## src/rtl/dac_spi_serializer.sv

```systemverilog
// dac_spi_serializer: gain-scales a waveform sample and ships a 16-bit command frame to an SPI DAC once per sample period.
module dac_spi_serializer #(
    parameter int         SAMPLE_DIV = 1000,
    parameter int         CLK_DIV    = 2,
    parameter logic [3:0] CMD_BITS   = 4'b0011
) (
    input  logic        clk,
    input  logic        rst,
    input  logic        enable,
    input  logic [15:0] wave_in,
    input  logic [7:0]  gain,
    output logic        dac_cs_n,
    output logic        dac_sclk,
    output logic        dac_mosi,
    output logic        busy,
    output logic        sample_tick,
    output logic        overrun
);
    localparam int CW = $clog2(SAMPLE_DIV + 1);
    localparam int DW = $clog2(CLK_DIV + 1);

    typedef enum logic [2:0] {IDLE, SETUP, SHIFT, HOLD, GAP} state_t;

    state_t        state, state_d;
    logic [CW-1:0] cnt;
    logic [DW-1:0] dcnt, dcnt_d;
    logic [3:0]    bitn, bitn_d;
    logic          hi, hi_d;
    logic [15:0]   frame, frame_d;
    logic          cs_d, sclk_d, mosi_d;
    logic          tick, last;
    logic [23:0]   product;
    logic [15:0]   scaled, new_frame;

    assign tick      = enable && cnt == CW'(SAMPLE_DIV - 1);
    assign last      = dcnt == DW'(CLK_DIV - 1);
    assign product   = 24'(wave_in) * 24'(gain);
    assign scaled    = product[23] ? 16'hFFFF : product[22:7];
    assign new_frame = {CMD_BITS, scaled[15:4]};

    always_ff @(posedge clk or posedge rst) begin
        if (rst)
            cnt <= '0;
        else
            cnt <= (!enable || tick) ? '0 : cnt + CW'(1);
    end

    // dcnt paces every CLK_DIV-long phase; hi selects the sclk half within a bit
    always_comb begin
        state_d = state;
        dcnt_d  = (state == IDLE || last) ? '0 : dcnt + DW'(1);
        bitn_d  = bitn;
        hi_d    = hi;
        frame_d = frame;
        cs_d    = dac_cs_n;
        sclk_d  = dac_sclk;
        mosi_d  = dac_mosi;
        case (state)
            IDLE: if (tick) begin
                state_d = SETUP;
                frame_d = new_frame;
                cs_d    = 1'b0;
                mosi_d  = new_frame[15];
            end
            SETUP: if (last) begin
                state_d = SHIFT;
                bitn_d  = 4'd15;
                hi_d    = 1'b0;
            end
            SHIFT: if (last) begin
                if (!hi) begin
                    hi_d   = 1'b1;
                    sclk_d = 1'b1;
                end else begin
                    hi_d   = 1'b0;
                    sclk_d = 1'b0;
                    if (bitn == 4'd0) begin
                        state_d = HOLD;
                    end else begin
                        bitn_d = bitn - 4'd1;
                        mosi_d = frame[bitn - 4'd1];
                    end
                end
            end
            HOLD: if (last) begin
                state_d = GAP;
                cs_d    = 1'b1;
                mosi_d  = 1'b0;
            end
            GAP: if (last) state_d = IDLE;
            default: state_d = IDLE;
        endcase
    end

    always_ff @(posedge clk or posedge rst) begin
        if (rst) begin
            state       <= IDLE;
            dcnt        <= '0;
            bitn        <= 4'd0;
            hi          <= 1'b0;
            frame       <= 16'h0;
            dac_cs_n    <= 1'b1;
            dac_sclk    <= 1'b0;
            dac_mosi    <= 1'b0;
            busy        <= 1'b0;
            sample_tick <= 1'b0;
            overrun     <= 1'b0;
        end else begin
            state       <= state_d;
            dcnt        <= dcnt_d;
            bitn        <= bitn_d;
            hi          <= hi_d;
            frame       <= frame_d;
            dac_cs_n    <= cs_d;
            dac_sclk    <= sclk_d;
            dac_mosi    <= mosi_d;
            busy        <= state_d != IDLE;
            sample_tick <= tick && state == IDLE;
            overrun     <= tick && state != IDLE;
        end
    end
endmodule

```

## config.mk

```make
export PLATFORM = sky130hd
export DESIGN_NAME = dac_spi_serializer
export DESIGN_NICKNAME = d
export VERILOG_FILES = /design/src/rtl/dac_spi_serializer.sv
export SDC_FILE = /design/constraint.sdc
export NUM_CORES = 1
export LEC_CHECK = 0
export CAP_MARGIN = 15
export CORE_MARGIN = 2
export CORE_UTILIZATION = 45
export DETAILED_ROUTE_END_ITERATION = 12
export REMOVE_ABC_BUFFERS = 1
export SLEW_MARGIN = 5
export SYNTH_ARGS = -nofsm -noshare
export SYNTH_HDL_FRONTEND = slang
export SYNTH_SLANG_ARGS = --single-unit
```

## constraint.sdc

```tcl
create_clock -name clk -period 2.8 [get_ports clk]
set_input_delay 0.56 -clock clk [delete_from_list [all_inputs] [get_ports clk]]
set_output_delay 0.56 -clock clk [all_outputs]
set_load 0.1 [all_outputs]
```

==> results.md <==
- Violated checks: negative setup slack
- Avg WL per Cell: ~14 µm
- Area Overhead vs Synth: 29.4%
- CTS tree: yes
- IO Port Bufs: 32
- Total wire length: around 13000 µm
- Req. time, crit path: roughly 3 ns
- PnR Total Power: 5380 µW
- Worst skew pair latency: 0.28 ns
- Vias in the first global route: 4890
- Number of flops mapped to enable cells by yosys: 0
- Drt drc: 0
- Met3 Track Usage GR: 0.0218
- CTS clk-pin slew, worst paths: 0.05 ns
- Peak supply drop: between 0.4 and 0.5 mV
- Grt peak-use layer: met2
- Crit start category: input pin
- #FFs+latches synth: 39
- Post-route cell area: about 7400 µm²
- Fin crit share: 1.64
- Total GRT Usage: 0.207
- Logic gate share of total power: 0.785
- Cell Pwr Density: roughly 730 nW/µm²
- Post-Synthesis Cell Area: 5690 µm²
- Fin crit period: around 4.6 ns
- Pint: approximately 3100 µW
- Slew Viols, Final: 0
- Total CTS buffers: 5
- Area of the multi-input gates: 4560 µm²
- Syn avg cell area: 9.30 µm²
- Psw: 2240 µW
- Cells after Synth: ~600
- Layout net count: 888
- Synth Warn #: 0
- Starting Density: 0.456
- DP HPWL: 10000 µm
- Max frequency: 218 MHz
- Final setup viols: 12
- Routability cong.: 0.797
- Crit Path Category: in -> reg
- Register Area: 977 µm²
- Initial antenna violation count: 0
- Core ar.: 12500 µm²
- CP max-delay cell: fa_1
- Slack of the critical path: -1.79 ns
- Fillcell total: between 1000 and 1500
- CP Cell Sequence: buf_2 -> buf_4 -> and2_4 -> fa_1 -> fa_1 -> fa_1 -> inv_1 -> fa_1 -> inv_2 -> ha_4 -> nand4_1 -> nor3_2 -> and3_1 -> nor2_2 -> a21oi_2 -> mux2i_2 -> buf_6 -> a21oi_2
- Hold buffer count at CTS: 0
- Fraction of layout instances using a drive strength above 1: 0.301
- Seq/Total Area, Yosys: 0.172
- Top-level I/O count: 33
- Final cell count without fillers: 907
- Detailed Route Iter0 Violations: 137
- Critical path arrival: 4.75 ns
- DIE AREA: roughly 14000 µm²
- Most common flop cell mapped by yosys: dfrtp_1
- Slew HR: 0.541
- Most common cell on crit path: fa_1
- Area post-placement: between 6000 and 7000 µm²
- First-pass iteration count of the detailed router: 4
- Crit path max fanout: 6
- Setup TNS: -21.38 ns
- DP Cell Count: 883
- Flop pwr share: 0.106
- Leak Pwr: 0.00362 µW
- Worst Setup End Kind: flip-flop
- Final Skew: 0.00244 ns
- Final Hold Vio Count: 0
- Gr ovfl total: 0
- RSZ-0062 raised after global routing: yes
- DIE WIDTH: 116 µm
- Std cell rows: 41
- HP Class: reg -> reg
- Clock sink count: 39
- Commonest non-fill, non-tap cell in the layout: inv_1
- Status: finished, violations left
- Post-route antenna net violation count: 0
- GRT met1 Usage: 0.277
- Async SR Flop Fraction: 1.00
- Die Span Y: 116 µm
- Worst-Margin Slew: 0.688 ns
- Most frequent cells in the layout: inv_1 (97), and2_1 (91), buf_4 (89), fa_1 (75)
- Switching share of total power: 0.416
- Clock power share: 0.109
- H-tree levels: 2
- Via density: 4.95
- Synth cell types: 49
- Max-cap violations: 0
- Root buf cell: clkbuf_16
- Critical Path Max Stage Delay: 0.52 ns
- Diode count: 0
- GRT met2 Usage: 0.377
- Largest buffer count on any clock path: 2
- Vias post-DR: approximately 4500
- Pin count of the biggest net entering global routing: 40
- Global-route wire length before repair: ~22000 µm
## layer usage
layer,vias up,part of all wire
li1,2166,-
met1,2264,0.46
met2,53,0.51
met3,6,0.024
met4,0,0.0048
met5,-,0
## final timing paths
path	startpoint	endpoint	slack, ns	cells past startpoint
max	wave_in[10]	frame[1]	-1.79	18
min	frame[12]	frame[12]	0.46	1
max reg2reg	state[0]	frame[1]	0.45	6
min reg2reg	frame[12]	frame[12]	0.46	1
max in group asynchronous	rst	dac_cs_n	1.75	3
min in group asynchronous	rst	dac_sclk	0.70	3
## Yosys cell counts, types with 2 or more instances
| cell type | instances | area [µm²] |
|---|---|---|
| a211oi_1 | 2 | 15.0 |
| a21o_1 | 6 | 45.0 |
| a21oi_1 | 27 | 135 |
| a22o_1 | 3 | 26.3 |
| and2_1 | 107 | 669 |
| and3_1 | 9 | 56.3 |
| buf_2 | 5 | 25.0 |
| clkbuf_1 | 12 | 45.0 |
| dfrtp_1 | 38 | 951 |
| fa_1 | 83 | 1660 |
| ha_1 | 44 | 551 |
| inv_1 | 105 | 394 |
| mux2i_1 | 2 | 20.0 |
| mux4_2 | 4 | 90.1 |
| nand2_1 | 41 | 154 |
| nand2b_1 | 3 | 18.8 |
| nand3_1 | 4 | 20.0 |
| nand4_1 | 6 | 37.5 |
| nor2_1 | 38 | 143 |
| nor2b_1 | 4 | 25.0 |
| nor3_1 | 7 | 35.0 |
| o21ai_0 | 7 | 35.0 |
| o21bai_1 | 2 | 15.0 |
| o31ai_1 | 4 | 30.0 |
| o31ai_2 | 2 | 25.0 |
| or2_2 | 3 | 18.8 |
| xnor2_1 | 11 | 96.3 |
| xor2_1 | 12 | 105 |
## state kept, by name, indices dropped and copies added, names as in the netlist
signal and cells:
bitn 4, busy 1, dac_cs_n 1, sample_tick 1, state 3, hi 1, overrun 1, frame 13
dac_sclk 1, cnt 10, dcnt 2, dac_mosi 1
## cell families after synthesis
kind of cell,synth area share
buf+inv,0.0816
fa+ha+maj,0.389
compound gates,0.0888
mux,0.0193
flops,0.172
simple gates,0.214
xor+xnor,0.0354
## per-stage QoR
stage | utilization | hold WS, ns | setup slack, ns
6_report | 0.591 | 0.456 | -1.79
4_1_cts | 0.591 | 0.461 | -1.76
3_3_place_gp | 0.543 | 0.429 | -2.69
5_1_grt | 0.591 | 0.480 | -2.02
3_5_place_dp | 0.543 | 0.447 | -2.77
2_1_floorplan | - | 0.419 | -2.01
## power by group through the flow
stage                     clock, µW  sequential (µW)  combinational (µW)
after floorplan                   0              580                2190
after global placement            0              581                3450
after detailed placement          0              581                3490
after CTS                       601              571                4220
after global routing            624              571                4740
final                           586              571                4220
## worst max-delay path, delay by kind of cell
kind	cells	cell delay (ns)
and+or+nand+nor	5	0.81
muxes	1	0.31
buffers and inverters	5	0.57
AOI/OAI and AO/OA	2	0.23
adders and majority gates	5	2.27
## cell type report
class | count | area share
Tap cell | 172 | 0.0292
Timing Repair Buffer | 132 | 0.145
Sequential cell | 39 | 0.133
Clock buffer | 8 | 0.0212
Inverter | 105 | 0.0535
Multi-Input combinational cell | 451 | 0.618
## timing repair
item,CTS,global route
cloned,5,0
resized for setup,184,4
setup endpoints to repair,12,12
pin swaps,75,0
setup buffers,11,0
Power figures use the tool's default switching activity.
